**src/rtl/phase_recover.sv**
```systemverilog
// Iterative vectoring-mode CORDIC: recovers the 16-bit phase word (2*pi = 0x10000)
// and the unscaled magnitude of a signed Q1.15 (cos, sin) pair.
module phase_recover #(
   parameter int ITERS = 14
) (
   input  logic               clk,
   input  logic               rst_n,
   input  logic               in_valid,
   output logic               in_ready,
   input  logic signed [15:0] g0,
   input  logic signed [15:0] g1,
   output logic               out_valid,
   input  logic               out_ready,
   output logic [15:0]        phase,
   output logic [17:0]        mag
);

   typedef enum logic [1:0] {IDLE = 2'd0, ITER = 2'd1, DONE = 2'd2} state_t;

   localparam logic [4:0] LAST = 5'(ITERS);

   state_t             state_q, state_d;
   logic signed [17:0] x_q, x_d, y_q, y_d, xs, ys, g0x, g1x;
   logic [15:0]        z_q, z_d, phase_q, phase_d;
   logic [17:0]        mag_q, mag_d;
   logic [4:0]         i_q, i_d;
   logic               in_ready_q, in_ready_d, out_valid_q, out_valid_d;
   logic               zero_q, zero_d;

   function automatic logic [15:0] atan_lut(input logic [3:0] k);
      case (k)
         4'd0:    atan_lut = 16'd8192;
         4'd1:    atan_lut = 16'd4836;
         4'd2:    atan_lut = 16'd2555;
         4'd3:    atan_lut = 16'd1297;
         4'd4:    atan_lut = 16'd651;
         4'd5:    atan_lut = 16'd326;
         4'd6:    atan_lut = 16'd163;
         4'd7:    atan_lut = 16'd81;
         4'd8:    atan_lut = 16'd41;
         4'd9:    atan_lut = 16'd20;
         4'd10:   atan_lut = 16'd10;
         4'd11:   atan_lut = 16'd5;
         4'd12:   atan_lut = 16'd3;
         4'd13:   atan_lut = 16'd1;
         4'd14:   atan_lut = 16'd1;
         default: atan_lut = 16'd0;
      endcase
   endfunction

   always_comb begin
      state_d     = state_q;
      x_d         = x_q;
      y_d         = y_q;
      z_d         = z_q;
      i_d         = i_q;
      phase_d     = phase_q;
      mag_d       = mag_q;
      out_valid_d = out_valid_q;
      zero_d      = zero_q;
      g0x         = {{2{g0[15]}}, g0};
      g1x         = {{2{g1[15]}}, g1};
      xs          = x_q >>> i_q;
      ys          = y_q >>> i_q;
      case (state_q)
         IDLE: begin
            if (in_valid && in_ready_q) begin
               // Fold the left half-plane onto the right so the rotations converge.
               if (g0[15]) begin
                  x_d = -g0x;
                  y_d = -g1x;
                  z_d = 16'h8000;
               end else begin
                  x_d = g0x;
                  y_d = g1x;
                  z_d = 16'h0000;
               end
               // The all-zero vector would otherwise accumulate every ATAN step.
               zero_d  = (g0 == 16'sd0) && (g1 == 16'sd0);
               i_d     = 5'd0;
               state_d = ITER;
            end
         end
         ITER: begin
            if (i_q < LAST) begin
               if (!y_q[17]) begin
                  x_d = x_q + ys;
                  y_d = y_q - xs;
                  z_d = z_q + atan_lut(i_q[3:0]);
               end else begin
                  x_d = x_q - ys;
                  y_d = y_q + xs;
                  z_d = z_q - atan_lut(i_q[3:0]);
               end
               i_d = i_q + 5'd1;
            end else begin
               // Extra output-register cycle: result appears ITERS+1 edges after accept.
               phase_d     = zero_q ? 16'h0000 : z_q;
               mag_d       = $unsigned(x_q);
               out_valid_d = 1'b1;
               state_d     = DONE;
            end
         end
         DONE: begin
            if (out_valid_q && out_ready) begin
               out_valid_d = 1'b0;
               state_d     = IDLE;
            end
         end
         default: state_d = IDLE;
      endcase
      in_ready_d = (state_d == IDLE);
   end

   always_ff @(posedge clk or negedge rst_n) begin
      if (!rst_n) begin
         state_q     <= IDLE;
         x_q         <= '0;
         y_q         <= '0;
         z_q         <= '0;
         i_q         <= '0;
         phase_q     <= '0;
         mag_q       <= '0;
         in_ready_q  <= 1'b0;
         out_valid_q <= 1'b0;
         zero_q      <= 1'b0;
      end else begin
         state_q     <= state_d;
         x_q         <= x_d;
         y_q         <= y_d;
         z_q         <= z_d;
         i_q         <= i_d;
         phase_q     <= phase_d;
         mag_q       <= mag_d;
         in_ready_q  <= in_ready_d;
         out_valid_q <= out_valid_d;
         zero_q      <= zero_d;
      end
   end

   assign in_ready  = in_ready_q;
   assign out_valid = out_valid_q;
   assign phase     = phase_q;
   assign mag       = mag_q;

endmodule

```
**config.mk**
```make
export PLATFORM = sky130hd
export DESIGN_NAME = phase_recover
export DESIGN_NICKNAME = d
export VERILOG_FILES = /design/src/rtl/phase_recover.sv
export SDC_FILE = /design/constraint.sdc
export NUM_CORES = 1
export LEC_CHECK = 0
export ABC_CLOCK_PERIOD_IN_PS = 5900
export CAP_MARGIN = 20
export CORE_MARGIN = 2
export CORE_UTILIZATION = 44
export CTS_BUF_LIST = sky130_fd_sc_hd__clkbuf_2 sky130_fd_sc_hd__clkbuf_4 sky130_fd_sc_hd__clkbuf_8
export CTS_CLUSTER_DIAMETER = 200
export CTS_CLUSTER_SIZE = 10
export DETAILED_ROUTE_END_ITERATION = 16
export PLACE_DENSITY = 0.61
export SETUP_SLACK_MARGIN = 0.5
export SYNTH_ARGS = -nofsm -noshare
export SYNTH_HDL_FRONTEND = slang
export SYNTH_SLANG_ARGS = --single-unit
export TNS_END_PERCENT = 100
```
**constraint.sdc**
```tcl
create_clock -name clk -period 5.9 [get_ports clk]
set_input_delay 0.59 -clock clk [delete_from_list [all_inputs] [get_ports clk]]
set_output_delay 0.59 -clock clk [all_outputs]
set_load 0.05 [all_outputs]
```
[After elaboration in Yosys (flattened, before gate mapping)]
Memories as Yosys holds them, arrays and structs flattened.
Cells that the tools add are included.
Storage, ports and cells
  logic and storage cells: 76
  bits of input ports: 36
  register bits: 96
  bits in read-only memories: 448
  memories kept: 2
Cells by class
  add/subtract/negate cells: 9
  bitwise gates (word level): 1
  mux-type cells: 32
  eq/ne operators: 6
  shifts and indexed selects: 2
  reduce and logical (&&, ||, !) cells: 13
  magnitude comparators: 1
Memories
  (name not given): depth 16, bits a word 14, read ports 1, clocked after Yosys merged registers in 0, write ports 0, RTL line 31  | case (k)
  (name not given): depth 16, bits a word 14, read ports 1, clocked after Yosys merged registers in 0, write ports 0, RTL line 31
Operators by type and width (count)
  $mux 16: 11
  $mux 18: 8
  $pmux 18 s2: 2
  $add 18x18->18: 2
  $neg 16->18: 2
  $sshr 18x5->18: 2
  $sub 18x18->18: 2
  $logic_not 16->1: 2
  $pmux 16 s2: 1
  $add 16x16->16: 1
  $sub 16x16->16: 1
  $mux 5: 2
  $pmux 5 s2: 1
  $ne 2x2->1 const B: 4
  $mux 2: 3
  $pmux 2 s3: 1
  $reduce_and 3->1: 2
  $add 5x1->5 const B: 1
  $lt 5x4->1 const B: 1
  $logic_not 2->1: 2
  $reduce_and 2->1: 2
  $reduce_bool 2->1: 2
  $logic_and 1x1->1: 3
  $eq 2x1->1 const B: 1
  4 further kinds: 5

[Depth between registers and ports, before layout]
An unclocked memory read counts as a cell.
  depth after elaboration: 8
  gate-level depth with buffers: 24
  mapped depth without buffers: 21

[Least setup slack after synthesis]
No wires, ideal clock.
  kind: register -> register
  start: register i_q[0]
  end: register x_q[17]
  cell stages (with the launch flop): 24
  library setup time: 0.119 ns
  slack: 1.071 ns
  required time: 5.781 ns
  period minus slack after synthesis: 4.829 ns
  arrival time: 4.710 ns
  cell sequence: dfrtp_1 -> buf_6 -> buf_6 -> buf_6 -> mux4_2 -> mux2i_1 -> nor2_1 -> a21oi_1 -> o21a_1 -> ha_1 -> o211a_1 -> o211a_1 -> nor4b_4 -> nor3_1 -> a21oi_1 -> o22ai_1 -> ha_1 -> a31oi_1 -> o31ai_1 -> o41a_1 -> a211oi_1 -> xnor2_1 -> o21ai_1 -> a21bo_2
On the way
  longest elaborated chain between the ends: 5
  elaborated cells on any way between the ends: 9
RTL lines
  from (decl): RTL line 26  | logic [4:0] i_q, i_d;
  from (signal assigned): RTL line 132  | i_q <= i_d;
  $sshr 18x5->18: RTL line 64  | ys = y_q >>> i_q;
  $add 18x18->18 / $sub 18x18->18 (equally long branches): RTL line 87, 91
  $mux 18: RTL line 86  | if (!y_q[17]) begin
  $mux 18: RTL line 85  | if (i_q < LAST) begin
  $pmux 18 s2: RTL line 65  | case (state_q)
  to (signal assigned): RTL line 118  | x_q <= '0;
  to (signal assigned): RTL line 129  | x_q <= x_d;
  to (decl): RTL line 23  | logic signed [17:0] x_q, x_d, y_q, y_d, xs, ys, g0x, g1x;
Parallel ways exist; a longest one is shown, timed or not. The select of a mux whose other input is x is not followed.
A chain may end at the register's enable or synchronous reset.

[Worst setup path after layout]
Same ends and word-level chain as after synthesis.

==> flow_results.xml <==
<?xml version="1.0" encoding="UTF-8"?>
<metrics>
  <group name="drt">
    <metric name="routed_via_density" unit="">6.11</metric>
    <metric name="post_drt_wl_per_cell" unit="um">20.5</metric>
    <metric name="first_pass_iters" unit="">5</metric>
    <metric name="vias" unit="">10200</metric>
    <metric name="drc" unit="">0</metric>
    <metric name="drt-initial-drc-count" unit="">889</metric>
    <metric name="drt.antenna.violating_nets" unit="">0</metric>
    <metric name="totalWireLength" unit="um">34400</metric>
  </group>
  <group name="global_routing">
    <metric name="initial_antenna_violation_count" unit="">0</metric>
    <metric name="global_route_wire_length_before_repair" unit="um">53800</metric>
    <metric name="grt_pass1_vias" unit="">9440</metric>
    <metric name="global_route.overflow_total" unit="">0</metric>
    <metric name="global_route.usage.total" unit="">0.282</metric>
    <metric name="grt_start_max_net_pins" unit="">55</metric>
    <metric name="met3_usage" unit="">0.0438</metric>
    <metric name="grt_use_met2" unit="">0.433</metric>
    <metric name="global_route.peak_usage_layer" unit="">met2</metric>
    <metric name="grtUsageMet1" unit="">0.410</metric>
  </group>
  <group name="pwr">
    <metric name="leakagePower" unit="nW">5.16</metric>
    <metric name="powerDensity" unit="nW/um^2">104</metric>
    <metric name="pwr-share-seq" unit="">0.539</metric>
    <metric name="cell_internal_pwr" unit="mW">0.874</metric>
    <metric name="vdd_ir_drop_max" unit="mV">0.0884</metric>
    <metric name="part_of_the_power_in_the_clock_network" unit="">0.389</metric>
    <metric name="combPwrFrac" unit="">0.072</metric>
    <metric name="p_sw" unit="mW">0.346</metric>
    <metric name="swShare" unit="">0.283</metric>
  </group>
  <group name="setup_path">
    <metric name="max_incr_delay_on_cp" unit="ns">0.53</metric>
    <metric name="r2r-start" unit="">i_q[0]$_DFFE_PN0P_</metric>
    <metric name="worst-path-max-fanout" unit="">6</metric>
    <metric name="cp-end-kind" unit="">flop</metric>
    <metric name="worst_ep_arrival_time" unit="ns">5.46</metric>
    <metric name="timing.critical_path.cells" unit="">buf_2 &gt; mux4_2 &gt; mux2i_1 &gt; buf_4 &gt; nor2_1 &gt; a21oi_2 &gt; o21a_1 &gt; ha_2 &gt; o211a_1 &gt; o211a_1 &gt; nor4b_4 &gt; buf_4 &gt; nor3_1 &gt; a21oi_1 &gt; o22ai_1 &gt; ha_2 &gt; and2_1 &gt; a31oi_1 &gt; o31ai_1 &gt; o41a_1 &gt; a211oi_2 &gt; xnor2_1 &gt; o21ai_1 &gt; a21bo_2</metric>
    <metric name="worst-setup-path-type" unit="">reg -&gt; reg</metric>
    <metric name="crit_required" unit="ns">6.21</metric>
    <metric name="worstPathBufferInverterCount" unit="">3</metric>
    <metric name="worstSetupStartpointType" unit="">flop</metric>
    <metric name="reg2reg_depth" unit="">24</metric>
    <metric name="worst-r2r-setup-slack" unit="ns">0.74</metric>
    <metric name="rr_endpoint" unit="">x_q[17]$_DFFE_PN0P_</metric>
    <metric name="critical_path.top_delay_family" unit="">compound AO/OA/AOI/OAI gates</metric>
    <metric name="cp_slowest_cell" unit="">sky130_fd_sc_hd__mux4_2</metric>
  </group>
  <group name="clock_network">
    <metric name="cts_clk_pin_slew_worst_paths" unit="ns">0.12</metric>
    <metric name="clkLatencyLatePin" unit="ns">0.41</metric>
    <metric name="clock_sinks" unit="">96</metric>
    <metric name="root_buffer" unit="">sky130_fd_sc_hd__clkbuf_8</metric>
    <metric name="clock_buffer_depth" unit="">2</metric>
    <metric name="tritoncts.num_buffers" unit="">9</metric>
    <metric name="tritoncts" unit="">yes</metric>
    <metric name="postCtsHoldBufs" unit="">0</metric>
    <metric name="cts.htree.levels" unit="">3</metric>
  </group>
  <group name="logic_synthesis">
    <metric name="postSynthAreaPerCell" unit="um^2">7.91</metric>
    <metric name="synth-async-reset-ratio" unit="">1.00</metric>
    <metric name="number_of_storage_elements_in_the_synthesis_netlist" unit="">96</metric>
    <metric name="netlist-cell-type-count" unit="">85</metric>
    <metric name="syn_inst" unit="">1298</metric>
    <metric name="yosysWarningCount" unit="">0</metric>
    <metric name="synthDominantCellAreaShare" unit="">0.234</metric>
    <metric name="synth_area" unit="um^2">10300</metric>
    <metric name="synthDominantAreaCellType" unit="">sky130_fd_sc_hd__dfrtp_1</metric>
    <metric name="synthFlopType" unit="">sky130_fd_sc_hd__dfrtp_1</metric>
    <metric name="synth_enable_flop_cells" unit="">0</metric>
    <metric name="synth.top_cells.by_area" unit="">sky130_fd_sc_hd__dfrtp_1, sky130_fd_sc_hd__ha_1, sky130_fd_sc_hd__nand2_1, sky130_fd_sc_hd__mux4_2, sky130_fd_sc_hd__a21oi_1</metric>
    <metric name="syn_nets" unit="">1397</metric>
    <metric name="synth.yosys.seq_area_share" unit="">0.234</metric>
  </group>
  <group name="floorplanning">
    <metric name="core_area" unit="um^2">22800</metric>
    <metric name="die_x" unit="um">157</metric>
    <metric name="num_rows" unit="">55</metric>
    <metric name="die_area" unit="um^2">24600</metric>
    <metric name="io-pin-count" unit="">72</metric>
    <metric name="die_h" unit="um">157</metric>
    <metric name="effective_utilization_at_floorplan" unit="">0.451</metric>
  </group>
  <group name="timing">
    <metric name="final.setup_skew" unit="ns">0.0253</metric>
    <metric name="finalCritPeriodShare" unit="">0.874</metric>
    <metric name="grt_setup_unrepaired" unit="">true</metric>
    <metric name="timing_max_transition_violations_final" unit="">0</metric>
    <metric name="timing_worst_slew_pin_value" unit="ns">0.847</metric>
    <metric name="max_clock_freq" unit="MHz">194</metric>
    <metric name="slew_headroom" unit="">0.429</metric>
    <metric name="timing.setup.tns" unit="ns">0</metric>
    <metric name="final.setup.worst_slack" unit="ns">0.744</metric>
    <metric name="report.final.setup_viol" unit="">0</metric>
    <metric name="timing.final.crit_period" unit="ns">5.16</metric>
    <metric name="hold_viol_final" unit="">0</metric>
  </group>
  <group name="placed_design">
    <metric name="hpwlAfterDp" unit="um">25500</metric>
    <metric name="gp_congestion" unit="">1.01</metric>
    <metric name="numPortBuffers" unit="">71</metric>
    <metric name="pre_cts_slack" unit="ns">0.441</metric>
  </group>
  <group name="layout">
    <metric name="flow.area_growth_from_synthesis" unit="%">14.0</metric>
    <metric name="antenna_cells_inserted" unit="">0</metric>
    <metric name="number_of_nets_in_the_layout" unit="">1454</metric>
    <metric name="final_layout_size_suffix_gt1_frac" unit="">0.109</metric>
    <metric name="final.fill_count" unit="">2242</metric>
  </group>
  <group name="flow_run">
    <metric name="max_capacitance_violation_count" unit="">0</metric>
  </group>
  <group name="outcome">
    <metric name="status" unit="">finished clean</metric>
  </group>
  <group name="hold_path">
    <metric name="worst_hold_path_type" unit="">in -&gt; async</metric>
  </group>
</metrics>
logic make-up after synthesis:
group,after synthesis,share of synthesized area
compound gates,370,0.231
mux,66,0.101
simple gates,497,0.224
xor+xnor,89,0.0772
buf+inv,117,0.0535
fa+ha+maj,63,0.0789
flops,96,0.234
per-layer routing:
metal	routed length [um]	vias to the layer above
met5	0	-
met4	852	0
met3	2790	49
met2	15000	451
met1	15700	4893
li1	-	4830
state kept, by name, indices dropped and copies added, names as in the netlist:
signal,cells
i_q,5
z_q,16
y_q,18
x_q,18
in_ready,1
mag,18
state_q,2
phase,16
out_valid,1
zero_q,1
through the flow:
| step | instances | power (mW) | utilization | cell area [um^2] | hold WS [ns] |
|---|---|---|---|---|---|
| 6_report | 1673 | 1.22 | 0.514 | 11700 | 0.160 |
| 3_5_place_dp | 1645 | 0.759 | 0.497 | 11300 | 0.455 |
| 3_3_place_gp | 1645 | 0.757 | 0.497 | 11300 | 0.449 |
| 4_1_cts | 1664 | 1.23 | 0.507 | 11500 | 0.181 |
| 5_1_grt | 1673 | 1.26 | 0.514 | 11700 | 0.193 |
| 2_1_floorplan | 1298 | 0.703 | - | 10300 | 0.294 |
cell usage in the layout (no fill, tap or decap), drive strengths merged, types with 12 or more instances in the layout:
master / count
a211oi: 12
a21oi: 110
a31oi: 14
buf: 55
clkdlybuf4s50: 70
dfrtp: 96
ha: 60
inv: 38
mux2i: 32
mux4: 28
nand2: 199
nand2b: 12
nand3: 39
nand3b: 14
nor2: 130
nor2b: 13
nor3: 29
o21a: 15
o21ai: 88
o22ai: 16
o31ai: 18
xnor2: 57
xor2: 31
repair_timing:
action | in CTS | in global routing
gates resized for setup | 1 | 19
endpoints found under the setup margin | 1 | 10
setup buffers | 3 | 8
pin swaps | 0 | 3
cell usage after synthesis (all sizes together) (5+ instances only):
master    n
nor2    130
mux2      6
o211a     7
a22oi     9
o221ai    5
nand2   199
nor3b     7
a31oi    14
dfrtp    96
inv      35
xnor2    57
and3      8
or3      11
o211ai    9
xor2     31
o21ai    88
mux2i    32
nor4      7
o22ai    16
o21a     15
nand2b   12
ha       60
or4       5
a211oi   12
nor2b    13
buf      33
o31ai    18
clkbuf   46
nand3    39
or2       7
a21oi   110
mux4     28
nor3     29
a21o     11
o31a      6
nand3b   14
and2      7
o41ai     6
worst max-delay path by stage:
| stage | cells past startpoint | startpoint | endpoint |
|---|---|---|---|
| 2_1_floorplan | 23 | i_q[0]$_DFFE_PN0P_ | x_q[17]$_DFFE_PN0P_ |
| 3_3_place_gp | 22 | i_q[0]$_DFFE_PN0P_ | x_q[17]$_DFFE_PN0P_ |
| 3_5_place_dp | 22 | i_q[0]$_DFFE_PN0P_ | x_q[17]$_DFFE_PN0P_ |
| 4_1_cts | 20 | i_q[3]$_DFFE_PN0P_ | x_q[17]$_DFFE_PN0P_ |
| 5_1_grt | 19 | i_q[1]$_DFFE_PN0P_ | x_q[17]$_DFFE_PN0P_ |
| 6_report | 24 | i_q[0]$_DFFE_PN0P_ | x_q[17]$_DFFE_PN0P_ |
power groups by stage:
stage                     registers, mW  logic (mW)  clock network, mW
after CTS                         0.658      0.0885              0.487
after global placement            0.670      0.0870                  0
after floorplan                   0.671      0.0329                  0
after global routing              0.658      0.0979              0.509
final                             0.658      0.0872              0.474
after detailed placement          0.670      0.0881                  0
area by class of cell:
cell class              instances  area (um^2)  area share
repair buffers                125         1160      0.0991
clock inverters                 6         62.6     0.00534
clock buffers                  10          138      0.0118
inverters                      38          150      0.0128
multi-input cells            1085         7390       0.632
well taps                     313          392      0.0335
flip-flops and latches         96         2410       0.206
No activity file was read; power rests on OpenSTA's default activity.
